**src/rtl/btn_conditioner.sv**
```systemverilog
// Per-channel push-button conditioner: two-flop synchroniser, counter debounce,
// registered press/release edge pulses and a hold/auto-repeat pulse generator.
module btn_conditioner #(
  parameter int unsigned N_BTN           = 3,
  parameter int unsigned DEBOUNCE_CYCLES = 1000000,
  parameter int unsigned HOLD_CYCLES     = 50000000,
  parameter int unsigned REPEAT_CYCLES   = 10000000,
  parameter int unsigned CNT_W           = 26
) (
  input  logic             clk,
  input  logic             rst,
  input  logic [N_BTN-1:0] btn_raw,
  output logic [N_BTN-1:0] btn_level,
  output logic [N_BTN-1:0] btn_press,
  output logic [N_BTN-1:0] btn_release,
  output logic [N_BTN-1:0] btn_repeat
);

  localparam logic [CNT_W-1:0] DEB_LAST  = CNT_W'(DEBOUNCE_CYCLES - 1);
  localparam logic [CNT_W-1:0] HOLD_LAST = CNT_W'(HOLD_CYCLES - 1);
  localparam logic [CNT_W-1:0] RPT_LAST  = CNT_W'(REPEAT_CYCLES - 1);
  localparam logic [CNT_W-1:0] CNT_ONE   = CNT_W'(1);

  typedef enum logic [1:0] {
    IDLE   = 2'd0,
    HOLD   = 2'd1,
    REPEAT = 2'd2
  } rpt_state_e;

  logic [N_BTN-1:0] sync1;
  logic [N_BTN-1:0] sync2;

  logic [CNT_W-1:0] dcnt      [N_BTN];
  logic [CNT_W-1:0] dcnt_nxt  [N_BTN];
  logic [CNT_W-1:0] hcnt      [N_BTN];
  logic [CNT_W-1:0] hcnt_nxt  [N_BTN];
  rpt_state_e       state     [N_BTN];
  rpt_state_e       state_nxt [N_BTN];

  logic [N_BTN-1:0] level_nxt;
  logic [N_BTN-1:0] press_nxt;
  logic [N_BTN-1:0] release_nxt;
  logic [N_BTN-1:0] repeat_nxt;

  // Next-state logic for debounce and the auto-repeat machine of every channel
  always_comb begin
    level_nxt   = btn_level;
    press_nxt   = '0;
    release_nxt = '0;
    repeat_nxt  = '0;
    for (int i = 0; i < N_BTN; i++) begin
      dcnt_nxt[i]  = '0;
      hcnt_nxt[i]  = '0;
      state_nxt[i] = state[i];
    end

    for (int i = 0; i < N_BTN; i++) begin
      if (sync2[i] != btn_level[i]) begin
        if (dcnt[i] == DEB_LAST) begin
          level_nxt[i]   = ~btn_level[i];
          press_nxt[i]   = ~btn_level[i];
          release_nxt[i] = btn_level[i];
        end else begin
          dcnt_nxt[i] = dcnt[i] + CNT_ONE;
        end
      end

      // A debounced fall always wins over a terminal count, so no repeat
      // pulse can land in the release cycle.
      case (state[i])
        IDLE: begin
          if (press_nxt[i]) begin
            state_nxt[i] = HOLD;
          end
        end
        HOLD: begin
          if (release_nxt[i]) begin
            state_nxt[i] = IDLE;
          end else if (hcnt[i] == HOLD_LAST) begin
            repeat_nxt[i] = 1'b1;
            state_nxt[i]  = REPEAT;
          end else begin
            hcnt_nxt[i] = hcnt[i] + CNT_ONE;
          end
        end
        REPEAT: begin
          if (release_nxt[i]) begin
            state_nxt[i] = IDLE;
          end else if (hcnt[i] == RPT_LAST) begin
            repeat_nxt[i] = 1'b1;
          end else begin
            hcnt_nxt[i] = hcnt[i] + CNT_ONE;
          end
        end
        default: state_nxt[i] = IDLE;
      endcase
    end
  end

  // State and output registers
  always_ff @(posedge clk) begin
    if (rst) begin
      sync1       <= '0;
      sync2       <= '0;
      btn_level   <= '0;
      btn_press   <= '0;
      btn_release <= '0;
      btn_repeat  <= '0;
      for (int i = 0; i < N_BTN; i++) begin
        dcnt[i]  <= '0;
        hcnt[i]  <= '0;
        state[i] <= IDLE;
      end
    end else begin
      sync1       <= btn_raw;
      sync2       <= sync1;
      btn_level   <= level_nxt;
      btn_press   <= press_nxt;
      btn_release <= release_nxt;
      btn_repeat  <= repeat_nxt;
      for (int i = 0; i < N_BTN; i++) begin
        dcnt[i]  <= dcnt_nxt[i];
        hcnt[i]  <= hcnt_nxt[i];
        state[i] <= state_nxt[i];
      end
    end
  end

endmodule

```
**config.mk**
```make
export PLATFORM = sky130hd
export DESIGN_NAME = btn_conditioner
export DESIGN_NICKNAME = d
export VERILOG_FILES = /design/src/rtl/btn_conditioner.sv
export SDC_FILE = /design/constraint.sdc
export NUM_CORES = 1
export LEC_CHECK = 0
export CAP_MARGIN = 10
export CELL_PAD_IN_SITES_DETAIL_PLACEMENT = 2
export CELL_PAD_IN_SITES_GLOBAL_PLACEMENT = 2
export CORE_ASPECT_RATIO = 2
export CORE_MARGIN = 2
export CORE_UTILIZATION = 34
export CTS_BUF_LIST = sky130_fd_sc_hd__clkbuf_2
export DETAILED_ROUTE_END_ITERATION = 8
export GPL_TIMING_DRIVEN = 0
export PLACE_DENSITY_LB_ADDON = 0.25
export SYNTH_ARGS = -nofsm -noshare
export SYNTH_HDL_FRONTEND = slang
export SYNTH_SLANG_ARGS = --single-unit
```
**constraint.sdc**
```tcl
create_clock -name clk -period 1.96 [get_ports clk]
set_input_delay 0.588 -clock clk [delete_from_list [all_inputs] [get_ports clk]]
set_output_delay 0.588 -clock clk [all_outputs]
set_load 0.01 [all_outputs]
```
==> reports/metrics.cfg <==
[grt]
grt_pass1_vias=7894
grt_max_degree=17
grtUsageTotal=0.191
overflow=0
grt_pass1_wl_mm=39.4
antenna_found_initial=2

[setup_path]
startpoint_type=flop
rr_startpoint=hcnt[0][18]$_SDFF_PP0_
crit_type=flop to flop
timing.rr.end=hcnt[0][1]$_SDFF_PP0_
critPathMaxFanout=10
cp_data_required_time_ns=2.73
end_kind=flop
arrival_ns=2.98
r2r_cells=7
reg2reg_slack_ns=-0.25

[pwr]
p_seq_frac=0.627
combPwrFrac=0.016
vdd_ir_drop_max_uv=265
p_total_mw=5.83
internal_power_mw=4.39
power_density_nw_per_um2=542
power_leakage_nw=3.53
p_switching_mw=1.44
p_sw_frac=0.247
p_clk_frac=0.357

[detailed_routing]
vias=7331
routed_wl_mm=26.4
wl_per_cell_um=19.4
drt_iter0_markers=183
ant_nets=0
met2_wirelength_mm=16.0
wl_met3_um=416
wl_met1_mm=9.44
first_pass_iters=4
top_layer_used=met4
viasPerCell=5.37
drc_errors=0

[timing]
hold_viol=0
timing.fmax_ghz=0.453
rsz0062_at_grt=true
min_period_over_period=1.13
maxSlewViolCount=0
period_minus_slack_ns=2.21
timing.slew.headroom=0.501
tightest_slew_ns=0.742
layout_setup_ws_ns=-0.248
finalSetupViolCount=128
finalSetupTns_ns=-18.25
finClkSkew_ns=0.0448

[floorplanning]
fp.dieW_um=115
rows=81
die_h_um=226
dieArea_sq_um=26000
ioPinCount=17
initial_core_util=0.344
core_sq_um=24300

[yosys]
syn_inst=957
synth_edf_count=0
async_reset_ff_frac=0
syn_area_sq_um=8370
synthDistinctLibCells=58
yosysWarnings=0
yosysSeqAreaShare=0.430
postSynthAreaPerCell_sq_um=8.75
synth_seq_cells=180
ys.flop_type=dfxtp_1
synth_nets=977

[place]
globalplace.congestion=0.748
dpl.hpwl_mm=16.6
place_inst=1266
pre_cts_ws_ns=-0.605
place_area_sq_um=8960
portBuffers=15

[clock_network]
numCtsBuffers=17
htreeDepth=4
root_buffer=clkbuf_2
clockBufferDepth=2
cts.sinks=180
tritoncts=built
path_clk_slew_ns=0.25
worstSkewPairLatency_ns=0.87

[cells_and_area]
design_area_sq_um=10800
areaGrowthSynthToFinish_pct=28.5
layoutNonFillerInstCount=1364
drive_gt1_frac=0.314
nets=1079

[run_status]
status=finished with violations
violations=negative setup slack

[job]
max_cap_violations=0

[worst_hold_path]
min_to=sync1[0]$_SDFF_PP0_
hold_class=primary input to flop
hp-start=btn_raw[0]
whs_path_depth=2

[layout make-up]
type	instances	area, sq um
Fill cell	2651	13600
Sequential cell	180	3730
Buffer	25	229
Timing Repair Buffer	89	890
Clock inverter	15	163
Clock buffer	17	85.1
Inverter	25	93.8
Multi-Input combinational cell	721	5200
Antenna cell	2	5.00
Tap cell	290	363
[stage by stage]
step	hold slack [ns]	utilization
finish	0.259	0.442
global route	0.139	0.442
CTS	0.0896	0.407
detailed placement	0.449	0.369
global placement	0.421	0.368
floorplan	0.414	-
[cell families (layout without fill, tap and decap cells)]
logic type,after synthesis,in the layout,share of synthesized area
other,0,2,0
XOR/XNOR,144,144,0.151
adder cells (fa/ha/maj),15,15,0.0224
AO/OA/AOI/OAI,34,34,0.0338
flip-flops,180,180,0.430
AND/OR/NAND/NOR,524,525,0.325
buffers and inverters,57,171,0.0342
multiplexers,3,3,0.00359
[synth_stat cells, drive strengths merged (2+ instances only)]
cell       n  area (sq um)
a211o      2          17.5
a21oi      6          30.0
a22oi      2          15.0
and2       8          50.1
and3      28           175
and4      26           230
buf       16           133
clkbuf    16          60.1
dfxtp    180          3600
ha        15           188
inv       25          93.8
mux2i      3          30.0
nand2     50           188
nand2b     8          50.1
nand3     62           310
nand4     55           344
nand4b     3          26.3
nor2     194           728
nor2b      7          43.8
nor3      26           130
nor3b      3          22.5
nor4      17           106
nor4b     13           114
nor4bb     4          40.0
o2111ai    2          17.5
o211ai     2          28.8
o21a       3          30.0
o21ai      2          10.0
o31ai      2          15.0
o41ai      4          35.0
or2        3          18.8
or3        2          12.5
or4        8          63.8
or4b       3          30.0
xnor2     48           420
xor2      96           841
[placed cells by master (no fill, tap or decap), types with 31 or more instances in the layout]
master | netlist | final
buf_4 | 4 | 52
dfxtp_1 | 180 | 117
dfxtp_2 | 0 | 44
nand2_1 | 50 | 47
nand3_1 | 62 | 59
nand4_1 | 55 | 55
nor2_1 | 194 | 111
nor2_2 | 0 | 52
nor2_4 | 0 | 31
xnor2_1 | 48 | 48
xor2_1 | 96 | 96
[state kept, by name, summed over array words and instances, names as in the netlist]
name         cells
btn_repeat       3
dcnt            78
btn_press        3
btn_level        3
btn_release      3
sync1            3
hcnt            78
state            6
sync2            3
[what timing repair did]
action,CTS,global route
resized for setup,168,185
hold endpoints to repair,1,0
pin swaps,30,64
endpoints found under the setup margin,173,173
hold buffers,1,0
gates cloned,3,7
buffers inserted,40,23
[worst max-delay path, cell delays in order, from the launching register on]
cell and delay, ns:
dfxtp_2 0.38, or4b_1 0.51, or4_4 0.47, o21a_4 0.24, o211ai_4 0.20, buf_6 0.16, buf_8 0.13, nor2_1 0.06
[worst max path at each step]
| stage | startpoint | to |
|---|---|---|
| global route | dcnt[0][39]$_SDFF_PP0_ | hcnt[0][26]$_SDFF_PP0_ |
| floorplan | hcnt[0][18]$_SDFF_PP0_ | hcnt[0][18]$_SDFF_PP0_ |
| global placement | hcnt[0][0]$_SDFF_PP0_ | hcnt[0][24]$_SDFF_PP0_ |
| finish | hcnt[0][18]$_SDFF_PP0_ | hcnt[0][1]$_SDFF_PP0_ |
| detailed placement | dcnt[0][0]$_SDFF_PP0_ | dcnt[0][13]$_SDFF_PP0_ |
| CTS | hcnt[0][18]$_SDFF_PP0_ | hcnt[0][1]$_SDFF_PP0_ |
[power by group through the flow]
stage	sequential, mW	clock (mW)	combinational [mW]
global route	3.66	2.33	0.100
detailed placement	3.75	0	0.0620
global placement	3.75	0	0.0610
CTS	3.67	2.19	0.0849
floorplan	3.75	0	0.0374
finish	3.66	2.08	0.0925
[routing by layer]
layer | vias to the layer above | GRT usage
li1 | 3527 | -
met3 | 39 | 0.0365
met1 | 3707 | 0.188
met4 | 0 | 0.0637
met5 | - | 0
met2 | 58 | 0.386
No activity file was read; power rests on OpenSTA's default activity.
